$ cat config.mk
export PLATFORM = sky130hd
export DESIGN_NAME = tile_port_a_sequencer
export DESIGN_NICKNAME = d
export VERILOG_FILES = /design/src/rtl/tile_port_a_sequencer.sv
export SDC_FILE = /design/constraint.sdc
export NUM_CORES = 1
export LEC_CHECK = 0
export BUFFER_PORTS_ARGS = -buffer_cell sky130_fd_sc_hd__clkbuf_2
export CORE_ASPECT_RATIO = 0.7
export CORE_MARGIN = 5
export CORE_UTILIZATION = 25
export DETAILED_ROUTE_END_ITERATION = 12
export HOLD_SLACK_MARGIN = 0.1
export SLEW_MARGIN = 20
export SYNTH_ARGS = -nofsm -noshare
export SYNTH_HDL_FRONTEND = slang
export SYNTH_SLANG_ARGS = --single-unit
export TNS_END_PERCENT = 1
$ cat constraint.sdc
create_clock -name clk_75mhz -period 5.1 [get_ports clk_75mhz]
set_input_delay 0.765 -clock clk_75mhz [delete_from_list [all_inputs] [get_ports clk_75mhz]]
set_output_delay 0.765 -clock clk_75mhz [all_outputs]
set_load 0.005 [all_outputs]
$ cat src/rtl/tile_port_a_sequencer.sv
// Port A sequencer for the tile BRAM: cursor write, clear, scroll-up and auto-scroll.
// Write 1 cycle, clear 7200, scroll 14240; requests arriving while busy are dropped (no backpressure).
module tile_port_a_sequencer #(
  parameter int          COLS       = 160,
  parameter int          ROWS       = 45,
  parameter int          COL_BITS   = 8,
  parameter int          ROW_BITS   = 6,
  parameter int          ADDR_WIDTH = 14,
  parameter logic [7:0]  FILL_CHAR  = 8'h20
) (
  input  logic                  clk_75mhz,
  input  logic                  rst_sync,
  input  logic                  wr_req,
  input  logic [7:0]            wr_char,
  input  logic                  clear_req,
  input  logic                  scroll_req,
  input  logic [7:0]            bram_dout,
  output logic                  bram_we,
  output logic [ADDR_WIDTH-1:0] bram_addr,
  output logic [7:0]            bram_din,
  output logic [COL_BITS-1:0]   cursor_col,
  output logic [ROW_BITS-1:0]   cursor_row,
  output logic                  busy,
  output logic                  done
);

  localparam logic [2:0] IDLE     = 3'd0;
  localparam logic [2:0] WRITE    = 3'd1;
  localparam logic [2:0] CLEAR    = 3'd2;
  localparam logic [2:0] SCR_RD   = 3'd3;
  localparam logic [2:0] SCR_WR   = 3'd4;
  localparam logic [2:0] SCR_FILL = 3'd5;

  localparam logic [COL_BITS-1:0] COL_LAST   = COL_BITS'(COLS - 1);
  localparam logic [ROW_BITS-1:0] ROW_LAST   = ROW_BITS'(ROWS - 1);
  localparam logic [ROW_BITS-1:0] ROW_PENULT = ROW_BITS'(ROWS - 2);

  logic [2:0]          state;
  logic [ROW_BITS-1:0] row_cnt;
  logic [COL_BITS-1:0] col_cnt;
  logic [7:0]          char_q;
  logic [ROW_BITS-1:0] row_src;

  assign row_src = row_cnt + ROW_BITS'(1);
  assign busy    = (state != IDLE);

  // Port A is a pure decode of state and counters so it lines up with the BRAM cycle.
  always_comb begin
    bram_we   = 1'b0;
    bram_addr = '0;
    bram_din  = 8'h00;
    case (state)
      WRITE: begin
        bram_we   = 1'b1;
        bram_addr = {cursor_row, cursor_col};
        bram_din  = char_q;
      end
      CLEAR: begin
        bram_we   = 1'b1;
        bram_addr = {row_cnt, col_cnt};
        bram_din  = FILL_CHAR;
      end
      SCR_RD: begin
        bram_addr = {row_src, col_cnt};
      end
      SCR_WR: begin
        bram_we   = 1'b1;
        bram_addr = {row_cnt, col_cnt};
        bram_din  = bram_dout;
      end
      SCR_FILL: begin
        bram_we   = 1'b1;
        bram_addr = {ROW_LAST, col_cnt};
        bram_din  = FILL_CHAR;
      end
      default: ;
    endcase
  end

  always_ff @(posedge clk_75mhz or posedge rst_sync) begin
    if (rst_sync) begin
      state      <= IDLE;
      row_cnt    <= '0;
      col_cnt    <= '0;
      char_q     <= 8'h00;
      cursor_col <= '0;
      cursor_row <= '0;
      done       <= 1'b0;
    end else begin
      done <= 1'b0;
      case (state)
        IDLE: begin
          row_cnt <= '0;
          col_cnt <= '0;
          if (clear_req) begin
            state <= CLEAR;
          end else if (scroll_req) begin
            state <= SCR_RD;
          end else if (wr_req) begin
            state  <= WRITE;
            char_q <= wr_char;
          end
        end
        WRITE: begin
          if (cursor_col != COL_LAST) begin
            cursor_col <= cursor_col + COL_BITS'(1);
            state      <= IDLE;
            done       <= 1'b1;
          end else if (cursor_row != ROW_LAST) begin
            cursor_col <= '0;
            cursor_row <= cursor_row + ROW_BITS'(1);
            state      <= IDLE;
            done       <= 1'b1;
          end else begin
            // Ran off the last tile: park on the start of the last row and scroll.
            cursor_col <= '0;
            state      <= SCR_RD;
          end
        end
        CLEAR: begin
          if (col_cnt == COL_LAST) begin
            col_cnt <= '0;
            if (row_cnt == ROW_LAST) begin
              state      <= IDLE;
              done       <= 1'b1;
              cursor_col <= '0;
              cursor_row <= '0;
            end else begin
              row_cnt <= row_cnt + ROW_BITS'(1);
            end
          end else begin
            col_cnt <= col_cnt + COL_BITS'(1);
          end
        end
        SCR_RD: state <= SCR_WR;
        SCR_WR: begin
          state <= SCR_RD;
          if (col_cnt == COL_LAST) begin
            col_cnt <= '0;
            if (row_cnt == ROW_PENULT) state <= SCR_FILL;
            else                       row_cnt <= row_cnt + ROW_BITS'(1);
          end else begin
            col_cnt <= col_cnt + COL_BITS'(1);
          end
        end
        SCR_FILL: begin
          if (col_cnt == COL_LAST) begin
            col_cnt <= '0;
            state   <= IDLE;
            done    <= 1'b1;
          end else begin
            col_cnt <= col_cnt + COL_BITS'(1);
          end
        end
        default: state <= IDLE;
      endcase
    end
  end

endmodule

# --- Word level (Yosys, flattened, before mapping) ---
# Cells that the tools add are included.
word_totals:
  ff_bits: 40
  inputBits: 21
  wordCells: 82
classes:
  addsub: 4
  n_eq_ne: 19
  n_mux: 36
  bitwise: 2
  n_reduce_logical: 14
op_table:
  columns: ["operator", "n"]
  rows:
  - ["14-bit case mux with 4 select lines", 1]
  - ["6-bit 2-to-1 mux", 8]
  - ["8-bit 2-to-1 mux", 4]
  - ["8-bit case mux with 2 select lines", 2]
  - ["3-bit 2-to-1 mux", 8]
  - ["8-bit case mux with 3 select lines", 1]
  - ["3-bit case mux with 6 select lines", 1]
  - ["6-bit case mux with 3 select lines", 1]
  - ["8-bit by 1-bit adder with 8-bit output, second input constant", 2]
  - ["2-bit != test, second input constant", 8]
  - ["6-bit by 1-bit adder with 6-bit output, second input constant", 2]
  - ["6-bit equality test, second input constant", 2]
  - ["6-bit case mux with 2 select lines", 1]
  - ["5-bit AND reduction", 2]
  - ["8-bit equality test, second input constant", 1]
  - ["8-bit != test, second input constant", 1]
  - ["4-bit AND reduction", 2]
  - ["3-bit by 2-bit equality test with 1-bit output, second input constant", 2]
  - ["3-bit equality test, second input constant", 2]
  - ["1-bit 2-to-1 mux", 6]
  - ["6-bit != test, second input constant", 1]
  - ["3-bit nonzero test", 2]
  - ["2-bit 2-to-1 mux", 2]
  - ["4-bit != test, second input constant", 1]
  - ["other kinds (9)", 12]

# --- Logic depth before layout (Yosys ltp) ---
# Gate-level depths: netlist of run 1.
depth:
  ltp_word: 4
  mapped_depth: 7

# --- Worst setup path before layout of run 1 ---
# No wires, ideal clock.
synth_path:
  path_kind: "register to output"
  from: "reg state[2]"
  to: "out bram_addr[0]"
  arrival_time_ns: 1.468
  required_time_ns: 4.335
  slack_ns: 2.867
  path_stages_with_launch: 6
  path_buffers: 4
  cell_sequence: "dfrtp_1 -> buf_2 -> clkbuf_1 -> clkbuf_1 -> buf_1 -> o22ai_1"
synth_via:
  elab_chain_cells: 3
  word_cells_on_any_way: 7
synth_lines:
  columns: ["element", "line", "source"]
  rows:
  - ["start, declared", "38", "logic [2:0] state;"]
  - ["start signal, assigned", "82", "state <= IDLE;"]
  - ["start signal, assigned", "96", "state <= CLEAR;"]
  - ["start signal, assigned", "98", "state <= SCR_RD;"]
  - ["3-bit equality test / 3-bit by 2-bit equality test with 1-bit output (equally long branches)", "52", "case (state)"]
  - ["2-bit OR reduction (no line)", null, null]
  - ["14-bit case mux with 4 select lines *", "52", null]
  - ["end, declared", "19", "output logic [ADDR_WIDTH-1:0] bram_addr,"]
# Mark *: on every way between the ends. The rest lies on a longest branch, timed or not.

# --- Worst setup path in the final report of run 1 ---
layout_path:
  from: "reg state[0]"
  to: "out bram_addr[7]"
# Same word-level chain as after synthesis.

==> summary.md, run 1 <==
| Metric | Value |
|---|---|
| Via count | `2785` |
| Starting Density | `25.55%` |
| Clock Latency Late Sink | `280 ps` |
| Area growth syn-to-layout | `20.86%` |
| # fillers | `1165` |
| Final setup TNS | `0 ps` |
| Clk_skew | `6.601 ps` |
| Die Area | `0.01351 mm^2` |
| Mux contribution to synthesized area | `5.383%` |
| Final Cell Area | `0.003400 mm^2` |
| Sequential Area | `0.001001 mm^2` |
| Placed cell count | `525` |
| Die height | `98.75 um` |
| Commonest non-fill, non-tap cell in the layout | `clkbuf_2` |
| Clock root cell | `clkbuf_16` |
| Sequential share of the synthesized area | `35.59%` |
| Cts bufs inserted | `5` |
| Cts hold-fix bufs | `0` |
| Per-cell routed wire length | `15.98 um` |
| Arrival time worst endpoint | `2630 ps` |
| Largest net degree at the start of global routing | `41` |
| CTS tree | `done` |
| Tcrit/Tclk final | `66.60%` |
| Final wirelength | `8519 um` |
| Yosys warning count | `0` |
| Post-route ant nets | `0` |
| Post-synth net total | `361` |
| PwrDens | `207.2 mW/mm^2` |
| Port bufs | `59` |
| Final setup viols | `0` |
| Main combinational cell family by area after synthesis | `compound AO/OA/AOI/OAI gates` |
| Layout cells sized above 1 | `24.21%` |
| Type of the worst setup path | `flop to output port` |
| Clock tree buffer depth | `2` |
| Final hold vios | `0` |
| Main synth FF type | `dfrtp_1` |
| Max cap viols | `0` |
| Area fraction in compound gates after synthesis | `27.31%` |
| Critical path launch point type | `flop` |
| Vias in the first global route | `2596` |
| Post-CTS sizing | `0` |
| Tmin final | `3396 ps` |
| Leakage | `1.485 nW` |
| Most frequent cells in the layout | `59 x clkbuf_2, 40 x dfrtp_1, 34 x nand2_1` |
| Post-synthesis cell type count | `57` |
| Multi-input gate area | `0.001660 mm^2` |
| TritonRoute pass-1 iters | `5` |
| Slew HR | `36.78%` |
| Post-Syn Area | `0.002813 mm^2` |
| Reg clk slew, reported paths | `60 ps` |
| Die width | `136.8 um` |
| First-pass GRT wire length | `13740 um` |
| Synth async-reset ratio | `100.0%` |
| Antenna diodes | `0` |
| Hpwl dp | `6392 um` |
| Worst min-delay path class | `flop to flop` |
| Global-route usage over all layers | `12.48%` |
| CTS Sinks | `40` |
| Unrepaired setup endpoints after global routing | `false` |
| Gp weighted congestion | `0.8477` |
| Status | `completed` |
| Fin. max-slew vios | `0` |
| Postcts setup bufs | `0` |
| Drt drc | `0` |
| Antenna violations before repair | `0` |
| Synth Area in XOR/XNOR | `1.557%` |
| CP Capture Type | `output port` |
| Grt ovf | `0` |
| Mapped Avg Cell Area | `8.421 um^2` |
| Num rows | `32` |
| Max FO, Critical Path | `23` |
| Synth Instances | `334` |
| DR iter-0 viols | `244` |
| Worst EP required | `4340 ps` |
| # H-tree levels | `2` |
| I/O Pins | `60` |
| Post-Synth Adder-Cell Area | `2.669%` |
| Max Fclk | `294.4 MHz` |
| Slew @ Worst Pin | `948.3 ps` |
| Via-to-Cell Ratio | `5.225` |
| Post-place instance area | `0.003227 mm^2` |
| Worst vdd ir | `116.7 uV` |
| Final instance count without filler cells | `533` |
| Register bit total from synthesis | `40` |
| Synth Area in Simple Gates | `22.11%` |
| EDFF count, synth | `0` |
| Area of the core | `0.01101 mm^2` |
| Nets@finish | `406` |
[power breakdown]
group | switching, W | internal (W) | leakage (nW) | total [W]
sequential | 0 | 0.000317 | 0.539 | 0.000317
clock | 0.000137 | 0.000233 | 0.0840 | 0.000370
combinational | 0.0000103 | 0.00000690 | 0.861 | 0.0000172
total | 0.000148 | 0.000557 | 1.48 | 0.000704
[metrics by stage]
step / power (W) / hold slack (ps) / utilization [%] / setup slack, ps
3_5_place_dp: 0.0003413 / 495.7 / 29.31 / 2072
2_1_floorplan: 0.0003293 / 479.8 / - / 2867
3_3_place_gp: 0.0003412 / 490.9 / 29.31 / 2158
6_report: 0.0007044 / 509.8 / 30.88 / 1704
4_1_cts: 0.0007123 / 510.7 / 30.88 / 1768
5_1_grt: 0.0007239 / 527.2 / 30.88 / 1549
[worst max-delay path: stages, from the launching register on]
cell and delay [ps]:
dfrtp_1 700, buf_4 360, nor2b_1 660, nand2b_1 280, o21ai_0 210, clkbuf_2 140
[sequential cells by signal, summed over array words and instances, names as in the netlist]
register and count:
char_q 8, col_cnt 8, cursor_col 8, cursor_row 6, done 1, row_cnt 6, state 3
[layer usage]
metal / track usage (%) / routed length [um] / share of wire, %
met3: 2.959 / 479 / 5.6
met2: 18.02 / 3656 / 43
met4: 1.840 / 61 / 0.72
met1: 19.18 / 4321 / 51
met5: 0 / 0 / 0
[synth_stat cells, drive strengths merged (4+ instances only)]
library cell / instances / share of area [%]
dfrtp: 40 / 36
nand2: 34 / 4.5
o21ai: 30 / 5.3
nor2: 27 / 3.7
a21oi: 15 / 2.7
a22oi: 14 / 3.9
clkbuf: 13 / 1.8
inv: 13 / 1.7
buf: 12 / 1.9
nand3: 11 / 2.0
o22ai: 11 / 2.4
and3: 9 / 2.0
mux2: 9 / 3.6
nand4: 9 / 2.5
nor3: 8 / 1.8
a31oi: 6 / 1.9
ha: 6 / 2.7
o31ai: 6 / 1.6
a211oi: 5 / 1.3
mux2i: 5 / 1.8
nand2b: 5 / 1.1
a221oi: 4 / 1.2
nor3b: 4 / 1.2
xor2: 4 / 1.2
[path summary, 6_finish.rpt]
path / startpoint / slack [ps] / cells after the start / to
min: char_q[0] / 510 / 1 / char_q[0]
max in group asynchronous: rst_sync / 4110 / 3 / cursor_col[4]
min in group asynchronous: rst_sync / 600 / 3 / col_cnt[2]
max reg2reg: state[1] / 2210 / 5 / cursor_row[2]
max: state[0] / 1700 / 5 / bram_addr[7]
min reg2reg: char_q[0] / 510 / 1 / char_q[0]
[logic make-up after synthesis]
group,after synthesis
flops,40
xor+xnor,5
buf+inv,38
fa+ha+maj,6
simple gates,117
mux,14
compound gates,114
[layout make-up]
class	count	share of cell area, %
Clock inverter	3	1.399
Sequential cell	40	29.44
Multi-Input combinational cell	256	48.84
Timing Repair Buffer	63	9.569
Tap cell	153	5.631
Inverter	13	1.435
Clock buffer	5	3.681
Note: power is estimated with default switching activity, not from simulation.
==> run 2: changes to the inputs <==
Clock period 5.1 ns to 3 ns, I/O delays scaled along.
==> run 2 against run 1 <==
Routed wire length unchanged. Sequential power increased by 70%. Die area unchanged. Largest power group unchanged.
==> summary.md, run 2 (synthesized netlist as in run 1, its figures left out) <==
| Metric | Value |
|---|---|
| Critical path launch point type | `flop` |
| Type of the worst setup path | `flop to output port` |
| Hpwl dp | `6446 um (+0.86%)` |
| CP bufs+invs | `2 (unchanged)` |
| CTS Sinks | `40 (unchanged)` |
| Unrepaired setup endpoints after global routing | `false` |
| Slew @ Worst Pin | `943.0 ps (-5.219 ps)` |
| Gp weighted congestion | `0.8332 (-1.7%)` |
| Worst EP required | `2550 ps (-1790 ps)` |
| CTS tree | `done` |
| Commonest non-fill, non-tap cell in the layout | `clkbuf_2` |
| Slew HR | `37.06% (+0.28 points)` |
| Critical path's top delay family | `flip-flops` |
| Max Fclk | `396.3 MHz` |
| Reg clk slew, reported paths | `60 ps (about the same)` |
| Per-cell routed wire length | `15.78 um (-1.3%)` |
| Tcrit/Tclk final | `84.11%` |
| Area of the core | `0.01101 mm^2 (unchanged)` |
| Final wirelength | `8519 um (unchanged)` |
| Vias in the first global route | `2680 (+3.2%)` |
| Cts hold-fix bufs | `0 (unchanged)` |
| Final hold vios | `0 (unchanged)` |
| Port bufs | `59 (unchanged)` |
| Cts bufs inserted | `5 (unchanged)` |
| Drt drc | `0 (unchanged)` |
| Die width | `136.8 um (unchanged)` |
| Most frequent cells in the layout | `59 x clkbuf_2, 40 x dfrtp_1, 34 x nand2_1` |
| # fillers | `1197 (+2.7%)` |
| Via-to-Cell Ratio | `5.113 (-2.1%)` |
| Arrival time worst endpoint | `2070 ps (-560 ps)` |
| Global-route usage over all layers | `12.79% (+0.31 points)` |
| Clock Latency Late Sink | `290 ps (about the same)` |
| Crit-path cells | `nor2b_1 -> buf_4 -> a22oi_1 -> o21ai_0 -> clkbuf_2` |
| Die height | `98.75 um (unchanged)` |
| PwrDens | `327.4 mW/mm^2 (+58%)` |
| Tmin final | `2523 ps` |
| Fin. max-slew vios | `0 (unchanged)` |
| Clock tree buffer depth | `2 (unchanged)` |
| # H-tree levels | `2 (unchanged)` |
| Die Area | `0.01351 mm^2 (unchanged)` |
| Leakage | `1.507 nW (+1.5%)` |
| Clock root cell | `clkbuf_16` |
| Post-CTS sizing | `0 (unchanged)` |
| TritonRoute pass-1 iters | `4 (-1)` |
| Starting Density | `25.55% (unchanged)` |
| DR iter-0 viols | `214 (-12%)` |
| Antenna violations before repair | `0 (unchanged)` |
| Area growth syn-to-layout | `21.93%` |
| Postcts setup bufs | `0 (unchanged)` |
| Num rows | `32 (unchanged)` |
| Biggest regs | `char_q: 8 flops, col_cnt: 8 flops, cursor_col: 8 flops` |
| Worst vdd ir | `169.0 uV (+45%)` |
| First-pass GRT wire length | `14060 um (+2.3%)` |
| Antenna diodes | `0 (unchanged)` |
| Slowest stage cell on the critical path | `dfrtp_1` |
| Largest net degree at the start of global routing | `26 (-37%)` |
| CP peak stage delay | `620 ps (-80 ps)` |
| Final setup viols | `0 (unchanged)` |
| Post-route ant nets | `0 (unchanged)` |
| I/O Pins | `60 (unchanged)` |
| Nets@finish | `413 (+1.7%)` |
| Clk_skew | `6.123 ps (-0.4781 ps)` |
| Layout cells sized above 1 | `25.32% (+1.1 points)` |
| Tot Pwr | `0.001123 W (+59%)` |
| CP Capture Type | `output port` |
| Grt ovf | `0 (unchanged)` |
| Max FO, Critical Path | `14 (-39%)` |
| Final setup TNS | `0 ps (unchanged)` |
| Max cap viols | `0 (unchanged)` |
| Via count | `2761 (-0.86%)` |
| Worst min-delay path class | `input port to async pin` |
| Status | `completed` |
==> run 2: worst paths after layout <==
check,start,end,slack (ps),cells past startpoint
max,state[0],bram_addr[8],480,5
min,rst_sync,col_cnt[0],350,2
max reg2reg,state[1],cursor_row[2],600,5
min reg2reg,char_q[4],char_q[4],510,1
max in group asynchronous,rst_sync,cursor_col[2],1880,3
min in group clk_75mhz,wr_char[6],char_q[6],400,2
==> run 2: final cells by class <==
type | count | area, um^2 | area share, %
repair buffers | 70 | 377.9 | 11.02
inverters | 13 | 48.80 | 1.423
flip-flops and latches | 40 | 1001 | 29.19
multi-input cells | 256 | 1660 | 48.41
well taps | 153 | 191.4 | 5.582
clock buffers | 7 | 142.6 | 4.159
clock inverters | 1 | 7.507 | 0.2189
==> run 2: metrics by stage <==
| step | cells | cell area (um^2) | worst slack, ps | utilization [%] | hold slack [ps] |
|---|---|---|---|---|---|
| finish | 540 | 3430 | 476.8 | 31.15 | 353.7 |
| global route | 540 | 3430 | 253.2 | 31.15 | 391.8 |
| CTS | 540 | 3430 | 459.2 | 31.15 | 393.3 |
| detailed placement | 532 | 3279 | 673.1 | 29.78 | 495.6 |
| global placement | 532 | 3279 | 731.4 | 29.78 | 488.6 |
| floorplan | 334 | 2813 | 1072 | - | 479.8 |
==> run 2: report_power, final <==
group	switching, W	total (W)	internal, W
clock network	0.000222	0.000553	0.000332
logic	0.0000175	0.0000300	0.0000125
registers	0	0.000539	0.000539
total	0.000239	0.00112	0.000884
==> run 2: worst register-to-register path, cell delays in order (launching register included) <==
cell and delay, ps:
dfrtp_1 700, inv_2 280, nor3_4 460, a31oi_4 220, a21o_1 260, a221o_1 370
==> run 2: per-layer routing <==
metal / routed length (um) / up-vias / GRT usage, % / part of all wire [%]
met5: 0 / - / 0 / 0
met4: 34 / 0 / 2.301 / 0.40
met3: 533 / 4 / 3.061 / 6.3
met2: 3681 / 60 / 18.36 / 43
met1: 4269 / 1346 / 19.55 / 50
li1: - / 1351 / - / -
